**config.mk**
```make
export PLATFORM = sky130hd
export DESIGN_NAME = time_set_ctrl
export DESIGN_NICKNAME = d
export VERILOG_FILES = /design/src/rtl/time_set_ctrl_pkg.sv /design/src/rtl/time_set_ctrl_mod_step.sv /design/src/rtl/time_set_ctrl.sv
export SDC_FILE = /design/constraint.sdc
export NUM_CORES = 1
export LEC_CHECK = 0
export CAP_MARGIN = 20
export CELL_PAD_IN_SITES_DETAIL_PLACEMENT = 1
export CELL_PAD_IN_SITES_GLOBAL_PLACEMENT = 1
export CORE_AREA = 2 2 116 84
export DETAILED_ROUTE_END_ITERATION = 7
export DIE_AREA = 0 0 118 86
export PLACE_DENSITY_LB_ADDON = 0.1
export SETUP_SLACK_MARGIN = 0.3
export SLEW_MARGIN = 0
export SYNTH_ARGS = -nofsm -noshare
export SYNTH_HDL_FRONTEND = slang
export SYNTH_SLANG_ARGS = --single-unit
```
**constraint.sdc**
```tcl
create_clock -name clock -period 4 [get_ports clock]
set_input_delay 0.4 -clock clock [delete_from_list [all_inputs] [get_ports clock]]
set_output_delay 0.4 -clock clock [all_outputs]
set_load 0.01 [all_outputs]
```
**src/rtl/time_set_ctrl_pkg.sv**
```systemverilog
// Shared types and constants for the clock time-setting controller:
// FSM states, edit-field display codes and the 6-bit time value type.
package time_set_pkg;

   typedef enum logic [2:0] {
      ST_RUN,
      ST_SET_HOUR,
      ST_SET_MIN,
      ST_SET_SEC,
      ST_COMMIT
   } state_t;

   typedef logic [5:0] tval_t;

   localparam logic [1:0] FIELD_NONE = 2'd0;
   localparam logic [1:0] FIELD_HOUR = 2'd1;
   localparam logic [1:0] FIELD_MIN  = 2'd2;
   localparam logic [1:0] FIELD_SEC  = 2'd3;

   localparam int HOUR_MAX_DEF   = 23;
   localparam int MINSEC_MAX_DEF = 59;

   function automatic logic is_set_state(input state_t s);
      return (s == ST_SET_HOUR) || (s == ST_SET_MIN) || (s == ST_SET_SEC);
   endfunction

   function automatic logic [1:0] field_of(input state_t s);
      case (s)
         ST_SET_HOUR: return FIELD_HOUR;
         ST_SET_MIN:  return FIELD_MIN;
         ST_SET_SEC:  return FIELD_SEC;
         default:     return FIELD_NONE;
      endcase
   endfunction

   // Out-of-range live counter values are not meaningful to edit; start from 0.
   function automatic tval_t clamp_val(input tval_t v, input tval_t max_v);
      return (v > max_v) ? '0 : v;
   endfunction

endpackage

```
**src/rtl/time_set_ctrl_mod_step.sv**
```systemverilog
// Combinational wrap-around +1/-1 on a 6-bit value in the range 0..i_max.
module mod_step
   import time_set_pkg::*;
(
   input  tval_t i_val,
   input  tval_t i_max,
   input  logic  i_up,
   output tval_t o_val
);

   always_comb begin
      o_val = i_val;
      if (i_up) begin
         o_val = (i_val >= i_max) ? '0 : i_val + 6'd1;
      end else begin
         o_val = ((i_val == '0) || (i_val > i_max)) ? i_max : i_val - 6'd1;
      end
   end

endmodule

```
**src/rtl/time_set_ctrl.sv**
```systemverilog
// Time-setting controller: walks hour/minute/second edit fields from button
// pulses, holds the counters stopped while editing and loads them on commit.
module time_set_ctrl
   import time_set_pkg::*;
#(
   parameter int HOUR_MAX   = HOUR_MAX_DEF,
   parameter int MINSEC_MAX = MINSEC_MAX_DEF,
   parameter int TIMEOUT    = 1000,
   parameter int BLINK_HALF = 25
)(
   input  logic       clock,
   input  logic       reset_n,
   input  logic       btn_mode,
   input  logic       btn_inc,
   input  logic       btn_dec,
   input  tval_t      count_hour,
   input  tval_t      count_minute,
   input  tval_t      count_second,
   output logic       enable_run,
   output logic       load_hour,
   output logic       load_minute,
   output logic       load_second,
   output tval_t      data_hour,
   output tval_t      data_minute,
   output tval_t      data_second,
   output logic [1:0] edit_field,
   output logic       blink
);

   localparam tval_t HMAX  = tval_t'(HOUR_MAX);
   localparam tval_t MSMAX = tval_t'(MINSEC_MAX);
   localparam int    IDLE_W = $clog2(TIMEOUT + 1);
   localparam int    BLK_W  = $clog2(BLINK_HALF + 1);
   localparam logic [IDLE_W-1:0] IDLE_LAST = IDLE_W'(TIMEOUT - 1);
   localparam logic [BLK_W-1:0]  BLK_LAST  = BLK_W'(BLINK_HALF - 1);

   state_t            r_state;
   state_t            w_next;
   tval_t             r_hour;
   tval_t             r_min;
   tval_t             r_sec;
   logic [IDLE_W-1:0] r_idle;
   logic [BLK_W-1:0]  r_bcnt;
   logic              r_blink;
   logic              r_load;
   logic              r_enable;
   logic [1:0]        r_field;

   logic  w_set;
   logic  w_any_btn;
   logic  w_idle_exp;
   logic  w_step_en;
   tval_t w_step_in;
   tval_t w_step_max;
   tval_t w_step_out;

   always_ff @(posedge clock or negedge reset_n) begin
      if (!reset_n) begin
         r_state <= ST_RUN;
      end else begin
         r_state <= w_next;
      end
   end

   always_comb begin
      w_next     = r_state;
      w_set      = is_set_state(r_state);
      w_any_btn  = btn_mode | btn_inc | btn_dec;
      w_idle_exp = w_set && !w_any_btn && (r_idle == IDLE_LAST);
      // Mode has priority; inc and dec together cancel but still count as activity.
      w_step_en  = w_set && !btn_mode && (btn_inc ^ btn_dec);
      w_step_in  = r_sec;
      w_step_max = MSMAX;

      case (r_state)
         ST_RUN: begin
            if (btn_mode) w_next = ST_SET_HOUR;
         end
         ST_SET_HOUR: begin
            w_step_in  = r_hour;
            w_step_max = HMAX;
            if (btn_mode)        w_next = ST_SET_MIN;
            else if (w_idle_exp) w_next = ST_RUN;
         end
         ST_SET_MIN: begin
            w_step_in = r_min;
            if (btn_mode)        w_next = ST_SET_SEC;
            else if (w_idle_exp) w_next = ST_RUN;
         end
         ST_SET_SEC: begin
            if (btn_mode)        w_next = ST_COMMIT;
            else if (w_idle_exp) w_next = ST_RUN;
         end
         ST_COMMIT: begin
            w_next = ST_RUN;
         end
         default: begin
            w_next = ST_RUN;
         end
      endcase
   end

   mod_step u_step (
      .i_val (w_step_in),
      .i_max (w_step_max),
      .i_up  (btn_inc),
      .o_val (w_step_out)
   );

   // Registered outputs are derived from the next state so they line up with it.
   always_ff @(posedge clock or negedge reset_n) begin
      if (!reset_n) begin
         r_hour   <= '0;
         r_min    <= '0;
         r_sec    <= '0;
         r_idle   <= '0;
         r_bcnt   <= '0;
         r_blink  <= 1'b0;
         r_load   <= 1'b0;
         r_enable <= 1'b1;
         r_field  <= FIELD_NONE;
      end else begin
         r_load   <= (w_next == ST_COMMIT);
         r_enable <= (w_next == ST_RUN);
         r_field  <= field_of(w_next);

         if (!w_set || w_any_btn || w_idle_exp) r_idle <= '0;
         else                                   r_idle <= r_idle + 1'b1;

         if (is_set_state(w_next)) begin
            if (w_next != r_state) begin
               r_blink <= 1'b1;
               r_bcnt  <= '0;
            end else if (r_bcnt == BLK_LAST) begin
               r_blink <= ~r_blink;
               r_bcnt  <= '0;
            end else begin
               r_bcnt  <= r_bcnt + 1'b1;
            end
         end else begin
            r_blink <= 1'b0;
            r_bcnt  <= '0;
         end

         if ((r_state == ST_RUN) && btn_mode) begin
            r_hour <= clamp_val(count_hour, HMAX);
            r_min  <= clamp_val(count_minute, MSMAX);
            r_sec  <= clamp_val(count_second, MSMAX);
         end else if (w_step_en) begin
            case (r_state)
               ST_SET_HOUR: r_hour <= w_step_out;
               ST_SET_MIN:  r_min  <= w_step_out;
               default:     r_sec  <= w_step_out;
            endcase
         end
      end
   end

   assign enable_run  = r_enable;
   assign load_hour   = r_load;
   assign load_minute = r_load;
   assign load_second = r_load;
   assign data_hour   = r_hour;
   assign data_minute = r_min;
   assign data_second = r_sec;
   assign edit_field  = r_field;
   assign blink       = r_blink;

endmodule

```
# Word-level counts from Yosys, hierarchy flattened
# Cells that the tools add are included.
# Widths: inputs -> output; s select.
word_totals:
  regBits: 41
  latch_bits: 0
  ramBits: 0
  rom_bits: 0
  inputBits: 23
  out_inout_bits: 25
  n_memories: 0
op_classes:
  add_sub_neg: 4
  n_mul: 0
  div_mod_pow: 0
  order_cmp: 5
  eq_ne: 12
  shift: 0
  n_mux: 31
  bitwise_logic: 4
  n_reduce_logical: 25
ops:
  columns: ["operator", "n"]
  rows:
  - ["$mux 6", 16]
  - ["$mux 3", 5]
  - ["$mux 5", 3]
  - ["$eq 3x2->1 const B", 4]
  - ["$gt 6x6->1 const B", 2]
  - ["$pmux 3 s4", 1]
  - ["$pmux 6 s2", 1]
  - ["$add 10x1->10 const B", 1]
  - ["$eq 10x10->1 const B", 1]
  - ["$mux 10", 1]
  - ["$logic_or 1x1->1", 7]
  - ["$add 6x1->6 const B", 1]
  - ["$eq 3x1->1 const B", 2]
  - ["$ge 6x6->1", 1]
  - ["$gt 6x5->1 const B", 1]
  - ["$gt 6x6->1", 1]
  - ["$logic_not 3->1", 2]
  - ["$logic_not 6->1", 1]
  - ["$pmux 2 s3", 1]
  - ["$reduce_and 2->1", 3]
  - ["$reduce_bool 2->1", 3]
  - ["$sub 6x1->6 const B", 1]
  - ["$add 5x1->5 const B", 1]
  - ["$eq 5x5->1 const B", 1]
  - ["11 further kinds", 20]

# Longest topological paths before layout
logic_depth:
  ltp_word: 12
  depth_mapped: 13
  ltp_nobuf: 12

# Hierarchy
# A second synthesis with hierarchy kept.
unflattened:
  cells_unflattened: 303
  hier_area_um2: 2700.1
by_module_without_submodules:
  columns: ["module", "instances", "cells_per_inst", "area_per_inst_um2", "seq_area_each_um2"]
  rows:
  - ["time_set_ctrl", 1, 238, 2219.6, 1027.2]
  - ["mod_step", 1, 65, 480.5, 0.0]

# Worst setup path before layout
# No wires, ideal clock.
synth_timing:
  path_kind: "reg2reg"
  startpoint: "register r_state[0]"
  endpoint: "register r_hour[4] (netlist: data_hour[4])"
  setup_time_ns: 0.143
  t_arrival_ns: 2.877
  required_ns: 3.857
  path_slack_ns: 0.980
  stages_incl_launch_ff: 14
  n_path_buf: 1
  path_cell_list: "dfrtp_1 buf_4 nand2b_1 o32ai_1 or3_4 inv_2 ha_1 a21oi_1 nor2b_1 o221ai_1 a22oi_1 o41a_1 a41oi_1 a31oi_1"
synth_via:
  elab_chain_cells: 9
synth_lines:
  columns: ["item", "line_no", "source"]
  rows:
  - ["start, declared", "time_set_ctrl.sv:37", "state_t r_state;"]
  - ["start signal, assigned", "time_set_ctrl.sv:61", "r_state <= w_next;"]
  - ["$eq 3x2->1 / $eq 3x1->1 (equally long branches)", "time_set_ctrl_pkg.sv:24, time_set_ctrl.sv:75, time_set_ctrl.sv:150", null]
  - ["$pmux 6 s2 / $mux 6 (equally long branches)", "time_set_ctrl.sv:75", "case (r_state)"]
  - ["$gt 6x6->1 / $logic_not 6->1 (equally long branches)", "time_set_ctrl_mod_step.sv:16", "o_val = ((i_val == '0) || (i_val > i_max)) ? i_max : i_val - 6'd1;"]
  - ["$logic_or 1x1->1", "time_set_ctrl_mod_step.sv:16", null]
  - ["$mux 6", "time_set_ctrl_mod_step.sv:16", null]
  - ["$mux 6", "time_set_ctrl_mod_step.sv:13", "if (i_up) begin"]
  - ["$mux 6", "time_set_ctrl.sv:150", "case (r_state)"]
  - ["$mux 6", "time_set_ctrl.sv:149", "end else if (w_step_en) begin"]
  - ["$mux 6", "time_set_ctrl.sv:145", "if ((r_state == ST_RUN) && btn_mode) begin"]
  - ["end signal, assigned", "time_set_ctrl.sv:146", "r_hour <= clamp_val(count_hour, HMAX);"]
  - ["end signal, assigned", "time_set_ctrl.sv:151", "ST_SET_HOUR: r_hour <= w_step_out;"]
  - ["end, declared", "time_set_ctrl.sv:39", "tval_t r_hour;"]
# Several ways; a longest one is shown, not always the timed one. The select of a mux whose other input is x is not followed.
# A chain may end at the register's enable or synchronous reset.

# Worst setup path after layout
layout_timing:
  startpoint: "register r_state[0]"
  endpoint: "register r_min[4] (netlist: data_minute[4])"
layout_via:
  elab_chain_cells: 9
layout_lines:
  columns: ["item", "line_no", "source"]
  rows:
  - ["$eq 3x2->1 / $eq 3x1->1 (equally long branches)", "time_set_ctrl_pkg.sv:24, time_set_ctrl.sv:75, time_set_ctrl.sv:150", null]
  - ["$pmux 6 s2 / $mux 6 (equally long branches)", "time_set_ctrl.sv:75", null]
  - ["$gt 6x6->1 / $logic_not 6->1 (equally long branches)", "time_set_ctrl_mod_step.sv:16", null]
  - ["$logic_or 1x1->1", "time_set_ctrl_mod_step.sv:16", null]
  - ["$mux 6", "time_set_ctrl_mod_step.sv:16", null]
  - ["$mux 6", "time_set_ctrl_mod_step.sv:13", null]
  - ["$mux 6", "time_set_ctrl.sv:150", null]
  - ["$mux 6", "time_set_ctrl.sv:149", null]
  - ["$mux 6", "time_set_ctrl.sv:145", null]
  - ["end signal, assigned", "time_set_ctrl.sv:147", "r_min <= clamp_val(count_minute, MSMAX);"]
  - ["end signal, assigned", "time_set_ctrl.sv:152", "ST_SET_MIN: r_min <= w_step_out;"]
  - ["end, declared", "time_set_ctrl.sv:40", "tval_t r_min;"]
# Several ways; a longest one is shown, not always the timed one. The select of a mux whose other input is x is not followed.

==> summary.md <==
| Metric | Value |
|---|---|
| Full die area | 0.0101 mm2 |
| Crit. End Element | register |
| Post-DP HPWL | 6.59 mm |
| Vias | 2467 |
| Later-pin clock latency in the skew report | 0.28 ns |
| Sequential share of the synthesized area | 0.385 |
| Final worst-path cycle share | 0.841 |
| CP Data Required Time | 4.14 ns |
| Num ports | 48 |
| Post-CTS setup buffer count | 0 |
| Initial antenna violation count | 0 |
| Die Y | 86 um |
| Top post-synthesis cells by area | dfrtp_1 (38%), nor2_1 (7.0%), nand2_1 (4.5%) |
| Initial Util | 0.297 |
| Hold bufs inserted after CTS | 0 |
| Worst path top cell family by delay | compound AO/OA/AOI/OAI gates |
| DRC errors left | 0 |
| Run status | finished, final reports clean |
| N_diodes | 0 |
| Synth Register Bits | 41 |
| Post-synth top cells | nor2_1 (50), dfrtp_1 (40), nand2_1 (32), a31oi_1 (15) |
| Final ANT Viol Nets | 0 |
| Syn Inst Count | 301 |
| Cts bufs inserted | 5 |
| Max FO, Critical Path | 10 |
| Max cap viols | 0 |
| Post-synth EDFFs | 0 |
| Crit path cell chain | nand2b_1, o32ai_1, or3_4, inv_2, ha_1, a21oi_1, nor2b_1, o221ai_2, a22oi_2, o41a_1, a41oi_2, a31oi_1 |
| Fin crit period | 3.36 ns |
| Total power draw | 2.98 mW |
| Top cell type's share of synthesized area | 0.376 |
| Final Non-Filler Cells | 476 |
| CTS root buf | clkbuf_16 |
| GP Congestion | 0.842 |
| Sequential Area | 0.00103 mm2 |
| Placed Instance Area | 0.00326 mm2 |
| Layout fillers | 1084 |
| Drt first pass iters | 4 |
| Share of layout cells above drive strength 1 | 0.116 |
| Routed WL | 8.56 mm |
| Library cells used by synthesis | 59 |
| Vias in the first global route | 2438 |
| Max stage delay on crit path | 0.49 ns |
| Pwr/cell area | 870 mW/mm2 |
| Vias/cell | 5.18 |
| Resize count post-CTS | 0 |
| Width of the chip | 118 um |
| YS warnings | 0 |
| Largest net degree at the start of global routing | 42 |
| Reg clk slew, reported paths | 0.06 ns |
| Multi-input combinational cell area | 0.00150 mm2 |
| Main synth FF type | dfrtp_1 |
| Critical R2R Launch | r_state[0] |
| Site row count | 29 |
| Leakage power | 1.35 nW |
| Layout area overhead | 28.5% |
| CP bufs+invs | 1 |
| Final instance area | 0.00342 mm2 |
| Setup crit start | r_state[0] |
| Clk_skew | 0.00788 ns |
| R2r setup slk | 0.64 ns |
| Drt wl/cell | 18.0 um |
| Setup violations, final | 0 |
| Slowest CP cell | dfrtp_1 |
| TritonCTS clock tree | done |
| RSZ-0062 raised after global routing | false |
| Fin. max-slew vios | 0 |
| Rel. slew slack | 0.379 |
| Post-synth top area cell | dfrtp_1 |
| Setup WS post-layout | 0.636 ns |
| Placed Instances | 468 |
| Worst-Margin Slew | 0.932 ns |
| CTS Sinks | 41 |
| Initial drt markers | 82 |
| H-Tree Depth | 2 |
| Startpoint Class | register |
| Max VDD drop | 0.000238 V |
| CTS max path bufs | 2 |
| First-pass GRT wire length | 13.8 mm |
| Total GRT Usage | 0.174 |
| Final hold vios | 0 |
| Worst EP arrival | 3.50 ns |
| Core area | 0.00896 mm2 |
| GR Overflow Total | 0 |
| Max Freq | 297 MHz |
| Synth Area per Inst | 8.85 um2 |
| Setup CP Type | register to register |
| Worst r2r path cells | 12 |
| Count leader, synth | nor2_1 |
| Net Count, Synth | 333 |
| Class of the worst hold path | input port to asynchronous set/reset pin |
| Stages on the worst setup path | 12 |
| Nets@finish | 383 |
| DP Worst Slack | 0.354 ns |
| Fin Setup TNS | 0 ns |
| Port bufs | 47 |
| Synthesized cell area | 0.00267 mm2 |
| FFs w/ async S/R, synth | 1.00 |
flip-flops by register name, indices dropped and copies added, names as in the netlist:
register / count
r_idle: 10
data_hour: 6
data_minute: 6
data_second: 6
r_bcnt: 5
r_state: 3
edit_field: 2
blink: 1
enable_run: 1
load_hour: 1
per-layer routing:
layer  track usage  vias up  share of wire
li1              -     1178              -
met1         0.270     1211           0.52
met2         0.253       74           0.41
met3        0.0379        4          0.066
met4        0.0197        0         0.0036
met5             0        -              0
report_power, final:
part	leakage [nW]	switching, mW	internal [mW]	total [mW]
sequential	0.506	0.165	0.552	0.718
clock	0.0641	0.162	0.232	0.394
combinational	0.781	1.07	0.802	1.87
total	1.35	1.39	1.59	2.98
cell families after synthesis:
logic type / Yosys count / synth area share
AO/OA/AOI/OAI: 69 / 0.208
XOR/XNOR: 17 / 0.0559
adder cells (fa/ha/maj): 9 / 0.0423
buffers and inverters: 28 / 0.0587
flip-flops: 41 / 0.385
multiplexers: 1 / 0.00376
AND/OR/NAND/NOR: 136 / 0.246
worst register-to-register path, cell delays in order, from the launching register on:
cell,delay [ns]
dfrtp_1,0.49
nand2b_1,0.22
o32ai_1,0.10
or3_4,0.40
inv_2,0.18
ha_1,0.28
a21oi_1,0.14
nor2b_1,0.07
o221ai_2,0.25
a22oi_2,0.18
o41a_1,0.47
a41oi_2,0.30
a31oi_1,0.15
worst paths after layout:
check                            endpoint
min in group clock              r_idle[0]
setup reg to reg           data_minute[4]
max in group asynchronous      r_state[2]
hold reg to reg                 r_idle[0]
setup / recovery           data_minute[4]
hold / removal                  r_idle[0]
layout make-up:
class,instances,area share
Timing Repair Buffer,59,0.162
Clock inverter,1,0.00219
Inverter,12,0.0132
Clock buffer,7,0.0387
Tap cell,124,0.0453
Sequential cell,41,0.300
Multi-Input combinational cell,232,0.438
cells in the final DEF, fill, tap and decap left out, types with 3 or more instances in the layout:
| master | n |
|---|---|
| and2_1 | 3 |
| o22ai_1 | 3 |
| o21a_1 | 4 |
| nand2b_1 | 5 |
| nand2_1 | 32 |
| inv_1 | 10 |
| nand3_1 | 9 |
| nor3_1 | 6 |
| xor2_1 | 6 |
| a21oi_1 | 6 |
| clkdlybuf4s50_1 | 46 |
| nor2b_1 | 5 |
| clkbuf_16 | 5 |
| a31oi_1 | 15 |
| buf_4 | 12 |
| a41oi_1 | 4 |
| o21ai_0 | 7 |
| and3_1 | 6 |
| nand4_1 | 3 |
| ha_1 | 9 |
| nor4_1 | 3 |
| dfrtp_1 | 39 |
| xnor2_1 | 11 |
| nor2_1 | 50 |
| o32ai_1 | 6 |
metrics by stage:
step           utilization  hold slack [ns]
2_1_floorplan            -            0.104
3_3_place_gp         0.364            0.448
3_5_place_dp         0.364            0.454
4_1_cts              0.380            0.307
5_1_grt              0.382            0.329
6_report             0.382            0.262
(Power assumes the default switching activity.)
